===== src/rtl/boot_pkg.sv =====
// ---------------------------------------------------------------------------
// boot_pkg
//   Shared definitions for the boot loader: the loader state encoding and the
//   fixed length-header size of the incoming image stream.
// ---------------------------------------------------------------------------
package boot_pkg;

   typedef enum logic [2:0] {
      SLen,
      SSum,
      SData,
      SRun,
      SError
   } state_t;

   // Number of little-endian bytes carrying the image word count
   localparam int unsigned LEN_BYTES = 4;

endpackage : boot_pkg


===== src/rtl/boot_loader.sv =====
// ---------------------------------------------------------------------------
// boot_loader
//   Byte-stream program loader and reset sequencer for the RV32I core.
//   It holds the core in reset and owns the memory write port while an image
//   arrives as <len:4 bytes LE><data:4*len bytes><checksum:1 byte>.
//   Data bytes are written one byte lane at a time. Once the checksum
//   matches, the core is released and the memory port is handed over to it.
//
// Ports
//   i_clock, i_reset          : clock, synchronous active-high reset
//   i_rx_valid, i_rx_data     : incoming byte stream (valid/ready)
//   o_rx_ready                : loader accepts a byte this cycle
//   o_cpu_reset               : reset to the core (low only while running)
//   i_cpu_bus_addr/_data_w/_mask_w : core-side write port
//   o_mem_addr/_data_w/_mask_w     : memory write port (loader or core)
//   o_loaded                  : image accepted, core running
//   o_error                   : bad length or checksum (sticky until reset)
// ---------------------------------------------------------------------------
module boot_loader
   import boot_pkg::*;
#(
   parameter logic [29:0] BASE_WADDR = 30'd0,
   parameter int unsigned MAX_WORDS  = 4096
) (
   input  logic        i_clock,
   input  logic        i_reset,
   input  logic        i_rx_valid,
   input  logic [7:0]  i_rx_data,
   output logic        o_rx_ready,
   output logic        o_cpu_reset,
   input  logic [29:0] i_cpu_bus_addr,
   input  logic [31:0] i_cpu_bus_data_w,
   input  logic [3:0]  i_cpu_bus_mask_w,
   output logic [29:0] o_mem_addr,
   output logic [31:0] o_mem_data_w,
   output logic [3:0]  o_mem_mask_w,
   output logic        o_loaded,
   output logic        o_error
);

   // Byte counter must be able to hold 4*MAX_WORDS
   localparam int unsigned CW = $clog2(4 * MAX_WORDS + 1);

   state_t          r_state;
   state_t          w_state_n;
   logic [31:0]     r_len;
   logic [1:0]      r_lcnt;
   logic [CW-1:0]   r_bcnt;
   logic [7:0]      r_sum;
   logic [29:0]     r_wr_addr;
   logic [31:0]     r_wr_data;
   logic [3:0]      r_wr_mask;
   logic            r_cpu_reset;

   logic            w_hs;
   logic            w_len_last;
   logic [31:0]     w_len_full;
   logic [CW-1:0]   w_total;
   logic            w_data_last;

   assign w_hs        = i_rx_valid & o_rx_ready;
   assign w_len_last  = (r_lcnt == 2'(LEN_BYTES - 1));
   // The 4th length byte is still on the bus when the length is judged
   assign w_len_full  = {i_rx_data, r_len[23:0]};
   // len <= MAX_WORDS is guaranteed in SData, so truncation to CW is exact
   assign w_total     = CW'({r_len, 2'b00});
   assign w_data_last = (r_bcnt == (w_total - CW'(1)));

   // ---------------- state register ----------------
   always_ff @(posedge i_clock) begin
      if (i_reset) begin
         r_state <= SLen;
      end else begin
         r_state <= w_state_n;
      end
   end

   // ---------------- next-state logic ----------------
   always_comb begin
      w_state_n = r_state;
      case (r_state)
         SLen: begin
            if (w_hs && w_len_last) begin
               if (w_len_full > 32'(MAX_WORDS)) begin
                  w_state_n = SError;
               end else if (w_len_full == 32'd0) begin
                  w_state_n = SSum;
               end else begin
                  w_state_n = SData;
               end
            end
         end
         SData: begin
            if (w_hs && w_data_last) begin
               w_state_n = SSum;
            end
         end
         SSum: begin
            if (w_hs) begin
               w_state_n = (i_rx_data == r_sum) ? SRun : SError;
            end
         end
         SRun:    w_state_n = SRun;
         SError:  w_state_n = SError;
         default: w_state_n = state_t'('x);
      endcase
   end

   // ---------------- datapath registers ----------------
   always_ff @(posedge i_clock) begin
      if (i_reset) begin
         r_len       <= '0;
         r_lcnt      <= '0;
         r_bcnt      <= '0;
         r_sum       <= '0;
         r_wr_addr   <= '0;
         r_wr_data   <= '0;
         r_wr_mask   <= '0;
         r_cpu_reset <= 1'b1;
      end else begin
         // Registered from the next state so the core leaves reset on the
         // same edge that accepts the checksum byte
         r_cpu_reset <= (w_state_n != SRun);
         // Write strobe lasts exactly one cycle per accepted data byte
         r_wr_mask   <= '0;
         case (r_state)
            SLen: begin
               if (w_hs) begin
                  r_len[{r_lcnt, 3'b000} +: 8] <= i_rx_data;
                  r_lcnt                       <= r_lcnt + 2'd1;
                  r_bcnt                       <= '0;
               end
            end
            SData: begin
               if (w_hs) begin
                  r_wr_addr <= BASE_WADDR + 30'(r_bcnt[CW-1:2]);
                  r_wr_mask <= 4'b0001 << r_bcnt[1:0];
                  r_wr_data <= {4{i_rx_data}};
                  r_sum     <= r_sum + i_rx_data;
                  r_bcnt    <= r_bcnt + CW'(1);
               end
            end
            default: ;
         endcase
      end
   end

   // ---------------- output logic ----------------
   always_comb begin
      o_rx_ready   = (r_state == SLen) || (r_state == SData) || (r_state == SSum);
      o_loaded     = (r_state == SRun);
      o_error      = (r_state == SError);
      o_cpu_reset  = r_cpu_reset;
      o_mem_addr   = r_wr_addr;
      o_mem_data_w = r_wr_data;
      o_mem_mask_w = r_wr_mask;
      if (r_state == SRun) begin
         o_mem_addr   = i_cpu_bus_addr;
         o_mem_data_w = i_cpu_bus_data_w;
         o_mem_mask_w = i_cpu_bus_mask_w;
      end else if (r_state == SError) begin
         o_mem_mask_w = '0;
      end
   end

endmodule : boot_loader


===== config.mk =====
export PLATFORM = sky130hd
export DESIGN_NAME = boot_loader
export DESIGN_NICKNAME = d
export VERILOG_FILES = /design/src/rtl/boot_pkg.sv /design/src/rtl/boot_loader.sv
export SDC_FILE = /design/constraint.sdc
export NUM_CORES = 1
export LEC_CHECK = 0
export CAP_MARGIN = 15
export CORE_ASPECT_RATIO = 1.75
export CORE_MARGIN = 2
export CORE_UTILIZATION = 40
export DETAILED_ROUTE_END_ITERATION = 7
export HOLD_SLACK_MARGIN = 0.08
export PLACE_DENSITY = 0.8
export SYNTH_ARGS = -nofsm -noshare
export SYNTH_HDL_FRONTEND = slang
export SYNTH_SLANG_ARGS = --single-unit

===== constraint.sdc =====
create_clock -name i_clock -period 5.31 [get_ports i_clock]
set_input_delay 0.531 -clock i_clock [delete_from_list [all_inputs] [get_ports i_clock]]
set_output_delay 0.531 -clock i_clock [all_outputs]
set_load 0.01 [all_outputs]

* Word level (Yosys, flattened, before mapping)
Index checks and enable logic that the tools add are counted.
Cells by class: equal/unequal tests 10, $add $sub $neg 5, divide/modulo/power cells 0, mux-type cells 15, multipliers 0, bitwise gates (word level) 3, $lt $le $gt $ge 1, reductions and logical operators 11, shift-type cells 3
Operator list (number):
- 32-bit bitwise mux | 1
- 32-bit by 13-bit > comparator with 1-bit output (second input constant) | 1
- 32-bit logical NOT | 1
- 32-bit two-way mux | 1
- 8-bit by 7-bit variable shift with 32-bit output (first input constant) | 1
- 8-bit by 7-bit indexed part select with 32-bit output | 1
- 15-bit two-way mux | 2
- 30-bit two-way mux | 1
- 15-bit case mux with 2 select lines | 1
- 15-bit by 1-bit adder with 15-bit output (second input constant) | 1
- 15-bit == test | 1
- 3-bit two-way mux | 5
- 3-bit case mux with 5 select lines | 1
- 15-bit by 1-bit subtractor with 15-bit output (second input constant) | 1
- 8-bit adder | 1
- 8-bit == test | 1
- 4-bit two-way mux | 2
- 5-bit negator with 7-bit output | 1
- 3-bit by 2-bit == test with 1-bit output (second input constant) | 2
- 2-bit inequality test (second input constant) | 2
- 2-bit AND reduction | 2
- 1-bit by 2-bit left shift with 4-bit output (first input constant) | 1
- 3-bit by 1-bit == test with 1-bit output (second input constant) | 1
- 3-bit == test (second input constant) | 1
- other kinds (12) | 15
Word-level totals: bits in latches 0, memories 0, bits in writable memories 0, output and inout port bits 70, input bits 77, ROM bits 0, logic and storage cells 57, register bits after elaboration 110

* Logic depth before layout (Yosys ltp)
Gate-level depths: netlist of the first run.
depth in word-level cells 8, mapped depth 10

* Least setup slack after synthesis of the first run
No wires, ideal clock.
path kind flip-flop to flip-flop, from register r_len[0], to register r_state[1], stages on the path, launching flop included 11, data required time 5.174 ns, slack 3.036 ns, path buffers 2, setup time 0.136 ns, arrival 2.139 ns, cell sequence dfxtp_1 > clkbuf_1 > inv_1 > ha_1 > buf_2 > o21ba_1 > a221oi_1 > a41oi_1 > or4_1 > nor4_2 > a311oi_1
Between the ends: longest elaborated chain between the ends 5
Ends and longest elaborated chain:
- from (decl) | RTL line boot_loader.sv:46 | logic [31:0] r_len;
- from (signal, indexed assignment) | RTL line boot_loader.sv:129 | r_len[{r_lcnt, 3'b000} +: 8] <= i_rx_data;
- 15-bit by 1-bit subtractor with 15-bit output or 32-bit logical NOT (tied branches) | RTL line boot_loader.sv:67, boot_loader.sv:86
- 15-bit == test or 2-bit two-way mux (tied branches) | RTL line boot_loader.sv:67, boot_loader.sv:86
- 1-bit logical AND or 3-bit two-way mux (tied branches) | RTL line boot_loader.sv:94, boot_loader.sv:84
- 3-bit two-way mux (on tied branches) | RTL line boot_loader.sv:94, boot_loader.sv:83
- 3-bit case mux with 5 select lines (*) | RTL line boot_loader.sv:81 | case (r_state)
- to (signal assigned) | RTL line boot_loader.sv:72 | r_state <= SLen;
- to (signal assigned) | RTL line boot_loader.sv:74 | r_state <= w_state_n;
- to (decl) | RTL line boot_loader.sv:44 | state_t r_state;
Every way passes the cells marked *; elsewhere a longest branch is shown, timed or not. A chain may end at the register's enable or synchronous reset.

* Worst setup path after layout of the first run
from register r_state[0], to output port o_mem_data_w[20]
Between the ends: longest elaborated chain between the ends 2
Ends and longest elaborated chain:
- 3-bit by 2-bit == test with 1-bit output | RTL line boot_loader.sv:157 | if (r_state == SRun) begin
- 32-bit two-way mux | RTL line boot_loader.sv:157
- to (decl) | RTL line boot_loader.sv:35 | output logic [31:0] o_mem_data_w,
Every way passes these cells.

==> results.tsv, run 1 <==
metric	value	unit
hpwl	9.835	mm
cts_tree	built	
grt_max_degree	65	
post-route-cell-area	6326	um2
hold_viol_final	0	
tns	0	ns
grt_use_total	0.2120	
final_common_cell	nand2_1	
drtPass1Iterations	4	
reg2reg_slack	2.25	ns
ys_ff_latch	78	
dieArea	12280	um2
syn_inst	646	
status	finished clean	
route.detailed.drc	0	
drv_cap	0	
grt_pass1_vias	4467	
ctsResizeCount	0	
avgSynthCellArea	7.044	um2
met3WireLength	890	um
fin_crit	3.914	ns
met2WireLength	6.694	mm
postPlaceCellArea	6010	um2
die_h	145.1	um
holdPathStages	2	
fillers	1041	
routabilityCongestion	0.8596	
max_freq	255.5	MHz
nets	860	
holdPathEnd	r_len[23]$_SDFFE_PP0P_	
r2r_cells	8	
numCtsBuffers	9	
finalCritPeriodShare	0.7371	
reg2reg_from	r_state[0]$_SDFF_PP0_	
drt-met1-wl	4.872	mm
whs	0.4494	ns
syn_to_final_growth	39.02	%
ir_drop	153.0	uV
end_kind	output port	
synth_edf_count	0	
fin_skew	0.004810	ns
synthArstFlopShare	0	
htree_levels	3	
final_cell_mix	nand2_1 (207), clkdlybuf4s50_1 (145), dfxtp_1 (78), a21oi_1 (66), nor2_1 (40)	
diodes	0	
syn_area	4551	um2
yosysUniqueCellTypes	58	
overflow	0	
tightestPinTransition	1.003	ns
leakagePower	2.405	nW
antenna_found_initial	0	
synth_nets	738	
clockBufferDepth	2	
slew-limit-headroom	0.3301	
placement.io_buffers	146	
regToRegEndpoint	r_state[1]$_SDFF_PP0_	
highest_layer	met4	
totalWireLength	12.95	mm
cp.required	4.78	ns
setup_violations	0	
ant_nets	0	
power.density	228.8	nW/um2
post_drt_wl_per_cell	14.31	um
drt-initial-drc-count	296	
rsz0062_at_grt	no	
clkTransAtPathRegs	0.06	ns
ys.flop_type	dfxtp_1	
io_pins	147	
clock-sinks	78	
core	11100	um2
root_buffer	clkbuf_16	
hold_path_startpoint	r_len[23]$_SDFFE_PP0P_	
initial_core_util	0.4098	
hp-class	register to register	
chipWidth	84.63	um
ctsHoldBuffers	0	
clk_latency	0.34	ns
crit_type	register to output port	
cts_setup_buffers	0	
vias	4698	
drive_above_1_share	0.04010	
viasPerCell	5.191	
grt_pass1_wl	21.13	mm
slew_viol_final	0	
synth_warnings	0	
ys_seq_area_frac	0.3431	
critPathArrivalTime	3.38	ns
critPathMaxFanout	64	
crit_path_start_kind	register	
floorplan.rows	51	
## cells by family after synthesis
kind of cell | synth area share
muxes | 0.004399
and+or+nand+nor | 0.3756
DFF | 0.3431
xor gates and xnor gates | 0.05581
AOI/OAI and AO/OA | 0.1251
adders and majority gates | 0.04289
buffers and inverters | 0.05306
## per-stage QoR
step,worst slack [ns],util,cells,total power [mW]
final,1.396,0.5698,905,1.447
after global routing,1.014,0.5698,905,1.494
after CTS,1.359,0.5698,905,1.453
after detailed placement,1.715,0.5412,889,0.8011
after global placement,1.793,0.5412,889,0.7979
after floorplan,3.036,-,646,0.7147
## power breakdown
| part | switching, mW | internal [mW] | leakage [nW] |
|---|---|---|---|
| Sequential | 0.00996 | 0.591 | 0.629 |
| Combinational | 0.0937 | 0.0953 | 1.63 |
| Clock | 0.245 | 0.413 | 0.146 |
| Total | 0.348 | 1.10 | 2.40 |
## worst max-delay path: stages, from the launching register on
cell             delay (ns)
dfxtp_1                0.59
inv_2                  0.09
nor2_1                 0.18
nand2_1                0.51
inv_2                  0.89
nand2_1                0.14
nand2_1                0.10
clkdlybuf4s50_1        0.53
## registers in the layout, summed over array words and instances, names as in the netlist
register and count:
r_sum 8, r_wr_data 8, r_len 24, r_state 3
r_wr_mask 4, r_wr_addr 13, o_cpu_reset 1, r_lcnt 2
r_bcnt 15
## synthesized netlist by cell type (all sizes together) (2+ instances only)
cell type    n  area [um2]
or4          2       15.01
ha          14       175.2
nor3b        6       56.31
a21oi       66       330.3
mux2i        2       20.02
nand3b       4       30.03
dfxtp       78        1562
xor2        13       113.9
xnor2       16       140.1
and2        18       112.6
nand2      207       777.0
o211ai       2       15.01
nor4        12       96.34
or3          6       37.54
nand4        9       62.56
buf          6       55.05
o22ai        4       25.02
nor2b        4       25.02
clkbuf      32       130.1
nor2        40       150.1
inv         14       52.55
a221oi       2       23.77
nor4b        2       17.52
o21ai        7       38.79
a31o         2       17.52
a211oi       2       15.01
nor3        13       65.06
nand3       37       185.2
or2          3       18.77
and3         7       45.05
## layout make-up
class	count	area [um2]	area share
clock buffers	11	232.7	0.03679
multi-input cells	515	2748	0.4343
well taps	132	165.2	0.02611
repair buffers	149	1479	0.2338
inverters	15	56.30	0.008900
clock inverters	5	83.83	0.01325
flip-flops and latches	78	1562	0.2468
## worst max path at each step
stage                       endpoint                  start  slack [ns]
3_5_place_dp        o_mem_data_w[15]  r_state[0]$_SDFF_PP0_        1.72
5_1_grt             o_mem_data_w[17]  r_state[0]$_SDFF_PP0_        1.01
2_1_floorplan  r_state[1]$_SDFF_PP0_  r_len[0]$_SDFFE_PP0P_        3.04
3_3_place_gp        o_mem_data_w[15]  r_state[0]$_SDFF_PP0_        1.79
6_report            o_mem_data_w[20]  r_state[0]$_SDFF_PP0_        1.40
4_1_cts             o_mem_data_w[15]  r_state[0]$_SDFF_PP0_        1.36
## per-layer routing
metal,global-route usage,up-vias
met5,0,-
met4,0.1143,0
met3,0.04551,34
met2,0.3858,186
met1,0.2204,2072
li1,-,2406
Power figures use the tool's default switching activity.
==> inputs of run 2 (changes only) <==
==> constraint.sdc (replaced) <==
create_clock -name i_clock -period 3.8 [get_ports i_clock]
set_input_delay 0.38 -clock i_clock [delete_from_list [all_inputs] [get_ports i_clock]]
set_output_delay 0.38 -clock i_clock [all_outputs]
set_load 0.01 [all_outputs]
==> results.tsv, run 2 (synthesized netlist as in run 1, its figures left out) <==
metric	value	unit
ctsHoldBuffers	0	
max_freq	322.9	MHz
hp-class	register to register	
setup_violations	0	
fin_skew	0.004008	ns
pre_cts_ws	1.083	ns
leakagePower	2.417	nW
overflow	0	
ctsResizeCount	0	
cts_setup_buffers	0	
nets	864	
clk_latency	0.34	ns
numCtsBuffers	9	
syn_to_final_growth	39.32	%
cts_tree	built	
crit_path_start_kind	register	
tns	0	ns
hpwl	10.25	mm
post_drt_wl_per_cell	14.56	um
diodes	0	
top_regs	r_len (24), r_bcnt (15), r_wr_addr (13)	
floorplan.rows	51	
path_common_cell	inv_2	
placement.io_buffers	146	
grt_max_degree	48	
fillers	1026	
initial_core_util	0.4098	
drive_above_1_share	0.04762	
final_cell_mix	nand2_1 (207), clkdlybuf4s50_1 (145), dfxtp_1 (78), a21oi_1 (66), nor2_1 (40)	
drt-initial-drc-count	403	
rsz0062_at_grt	no	
hold_viol_final	0	
htree_levels	3	
drtPass1Iterations	5	
root_buffer	clkbuf_16	
largest_reg_flops	24	
fin_crit	3.097	ns
end_kind	output port	
crit_type	register to output port	
utilization	0.5710	
top_register	r_len	
critPathSlowestCell	dfxtp_1	
power	1.961	mW
critPathMaxFanout	35	
io_pins	147	
reg2reg_slack	1.24	ns
cp.required	3.42	ns
clockBufferDepth	2	
drv_cap	0	
grt_pass1_vias	4478	
dieArea	12280	um2
slew-limit-headroom	0.3765	
die_h	145.1	um
ant_nets	0	
power.density	309.3	nW/um2
critPathArrivalTime	2.72	ns
finalCritPeriodShare	0.8149	
dp_cells	893	
cp_cell_sequence	inv_2 > nor2_1 > nand2_1 > inv_2 > buf_4 > and2_1 > clkdlybuf4s50_1	
routabilityCongestion	0.9035	
viasPerCell	5.309	
worst_slack	0.7034	ns
status	finished clean	
critical_path.max_stage_delay	0.60	ns
grt_pass1_wl	21.34	mm
grt_use_total	0.2136	
clkTransAtPathRegs	0.06	ns
slew_viol_final	0	
instances_no_fill	909	
tightestPinTransition	0.9332	ns
route.detailed.drc	0	
ir_drop	227.4	uV
core	11100	um2
totalWireLength	13.24	mm
chipWidth	84.63	um
final_common_cell	nand2_1	
clock-sinks	78	
antenna_found_initial	0	
vias	4826	
==> run 2: routing by layer <==
metal | vias up | wire length [um] | part of all wire | global-route usage
li1 | 2419 | - | - | -
met1 | 2175 | 4960 | 0.37 | 0.2294
met4 | 0 | 376 | 0.028 | 0.08651
met5 | - | 0 | 0 | 0
met3 | 25 | 1019 | 0.077 | 0.04892
met2 | 207 | 6879 | 0.52 | 0.3925
==> run 2: critical path, delay by kind of cell, from the launching register on <==
family / cells / cell delay [ns]
AND/OR/NAND/NOR: 3 / 0.47
buffers and inverters: 4 / 1.30
flip-flops: 1 / 0.60
==> run 2: path summary, 6_finish.rpt <==
check | startpoint | to | cells past startpoint
setup reg to reg | r_len[0]$_SDFFE_PP0P_ | r_state[1]$_SDFF_PP0_ | 8
setup / recovery | r_state[0]$_SDFF_PP0_ | o_mem_addr[14] | 7
hold reg to reg | r_len[23]$_SDFFE_PP0P_ | r_len[23]$_SDFFE_PP0P_ | 2
hold / removal | r_len[23]$_SDFFE_PP0P_ | r_len[23]$_SDFFE_PP0P_ | 2
==> run 2: cell type report <==
| type | instances | area (um2) | area share |
|---|---|---|---|
| inverters | 15 | 56.30 | 0.008881 |
| well taps | 132 | 165.2 | 0.02605 |
| multi-input cells | 515 | 2748 | 0.4334 |
| repair buffers | 153 | 1509 | 0.2380 |
| flip-flops and latches | 78 | 1562 | 0.2463 |
| clock buffers | 9 | 225.2 | 0.03552 |
| clock inverters | 7 | 75.07 | 0.01184 |
==> run 2: power breakdown <==
group	internal (mW)	switching [mW]
Sequential	0.826	0.0142
Clock	0.509	0.351
Combinational	0.133	0.129
Total	1.47	0.493
==> run 2: through the flow <==
stage	instance area, um2	hold WS [ns]
after floorplan	4551	0.4316
after global placement	6040	0.4382
after detailed placement	6040	0.4454
after CTS	6340	0.4547
after global routing	6340	0.4695
final	6340	0.4519
==> inputs of run 3 (changes only) <==
--- a/config.mk
+++ b/config.mk
@@ -11,7 +11,7 @@
 export CORE_UTILIZATION = 40
 export DETAILED_ROUTE_END_ITERATION = 7
 export HOLD_SLACK_MARGIN = 0.08
-export PLACE_DENSITY = 0.8
+export PLACE_DENSITY = 0.83
 export SYNTH_ARGS = -nofsm -noshare
 export SYNTH_HDL_FRONTEND = slang
 export SYNTH_SLANG_ARGS = --single-unit
==> constraint.sdc (replaced) <==
create_clock -name i_clock -period 2.6 [get_ports i_clock]
set_input_delay 0.26 -clock i_clock [delete_from_list [all_inputs] [get_ports i_clock]]
set_output_delay 0.26 -clock i_clock [all_outputs]
set_load 0.01 [all_outputs]
==> results.tsv, run 3 (synthesized netlist as in run 1, its figures left out) <==
metric	value	unit
status	finished clean	
fin_crit	2.434	ns
drt-initial-drc-count	322	
critPathMaxFanout	7	
end_kind	register	
htree_levels	3	
drive_above_1_share	0.06810	
diodes	0	
nets	880	
root_buffer	clkbuf_16	
setup_violations	0	
holdPathStages	2	
viasPerCell	5.304	
dieArea	12280	um2
fillers	1020	
placement.io_buffers	146	
slew_viol_final	0	
slew-limit-headroom	0.5103	
clk_latency	0.34	ns
syn_to_final_growth	41.71	%
utilization	0.5808	
ir_drop	358.5	uV
drtPass1Iterations	4	
top_regs	r_len (24), r_bcnt (15), r_wr_addr (13)	
crit_type	register to register	
vias	4906	
hpwl	10.13	mm
cts_tree	built	
whs	0.4529	ns
io_pins	147	
die_h	145.1	um
critical_path.max_stage_delay	0.52	ns
numCtsBuffers	9	
finalCritPeriodShare	0.9363	
critPathArrivalTime	2.63	ns
fin_skew	0.007842	ns
grt_pass1_wl	21.49	mm
leakagePower	2.488	nW
clock-sinks	78	
tns	0	ns
cp_cell_sequence	inv_1 > ha_1 > o21ba_1 > a221oi_1 > a41oi_1 > or4_1 > nor4_2 > a311oi_1	
rsz0062_at_grt	no	
power.density	429.0	nW/um2
postPlaceCellArea	6157	um2
cp.required	2.80	ns
final_cell_mix	nand2_1 (207), clkdlybuf4s50_1 (145), dfxtp_1 (77), a21oi_1 (66), nor2_1 (40)	
initial_core_util	0.4098	
hp-class	register to register	
antenna_found_initial	0	
totalWireLength	13.12	mm
max_freq	410.8	MHz
hold_viol_final	0	
final_common_cell	nand2_1	
tightestPinTransition	0.7346	ns
post_drt_wl_per_cell	14.19	um
critPathSlowestCell	or4_1	
top_register	r_len	
r2r_cells	8	
crit_path_start_kind	register	
ant_nets	0	
core	11100	um2
drv_cap	0	
post-route-cell-area	6449	um2
ctsHoldBuffers	0	
chipWidth	84.63	um
grt_use_total	0.2134	
clockBufferDepth	2	
overflow	0	
routabilityCongestion	0.8661	
route.detailed.drc	0	
grt_pass1_vias	4464	
floorplan.rows	51	
largest_reg_flops	24	
clkTransAtPathRegs	0.06	ns
grt_max_degree	42	
run 3: layer usage:
layer  wire, um  GRT usage  vias to the layer above
met5          0          0                        -
met4        424    0.09048                        0
met3        855    0.05176                       31
met2       7038     0.3976                      181
met1       4807     0.2207                     2239
li1           -          -                     2455
run 3: per-stage QoR:
stage	std cells	setup slack [ns]	power, mW
finish	925	0.1657	2.766
global route	925	0.02494	2.867
CTS	923	0.05840	2.779
detailed placement	907	0.2403	1.654
global placement	907	0.2672	1.647
floorplan	646	0.3257	1.460
run 3: path summary, 6_finish.rpt:
kind | from | to | slack [ns]
worst max register to register | r_len[0]$_SDFFE_PP0P_ | r_state[1]$_SDFF_PP0_ | 0.17
worst max-delay path | r_len[0]$_SDFFE_PP0P_ | r_state[1]$_SDFF_PP0_ | 0.17
worst min register to register | r_sum[5]$_SDFFE_PP0P_ | r_sum[5]$_SDFFE_PP0P_ | 0.45
worst min-delay path | r_sum[5]$_SDFFE_PP0P_ | r_sum[5]$_SDFFE_PP0P_ | 0.45
run 3: layout make-up:
type / count / area (um2) / area share
multi-input cells: 515 / 2748 / 0.4261
inverters: 15 / 60.06 / 0.009313
clock inverters: 6 / 38.79 / 0.006015
repair buffers: 169 / 1645 / 0.2551
flip-flops and latches: 78 / 1563 / 0.2423
clock buffers: 10 / 229.0 / 0.03551
well taps: 132 / 165.2 / 0.02561
run 3: worst max-delay path, delay by kind of cell, from the launching register on:
| kind | cells | cell delay [ns] |
|---|---|---|
| buffers and inverters | 1 | 0.07 |
| and+or+nand+nor | 2 | 0.74 |
| adders and majority gates | 1 | 0.30 |
| DFF | 1 | 0.43 |
| AOI/OAI and AO/OA | 4 | 0.74 |
run 3: power by group:
part           switching, mW  leakage (nW)  internal, mW
logic                  0.196          1.73         0.211
clock network          0.491         0.128         0.642
registers             0.0200         0.629          1.21
total                  0.707          2.49          2.06
run 3: repair_timing:
item / CTS / global route
resized for setup: 0 / 3
endpoints found under the setup margin: 0 / 23
buffers inserted: 0 / 2
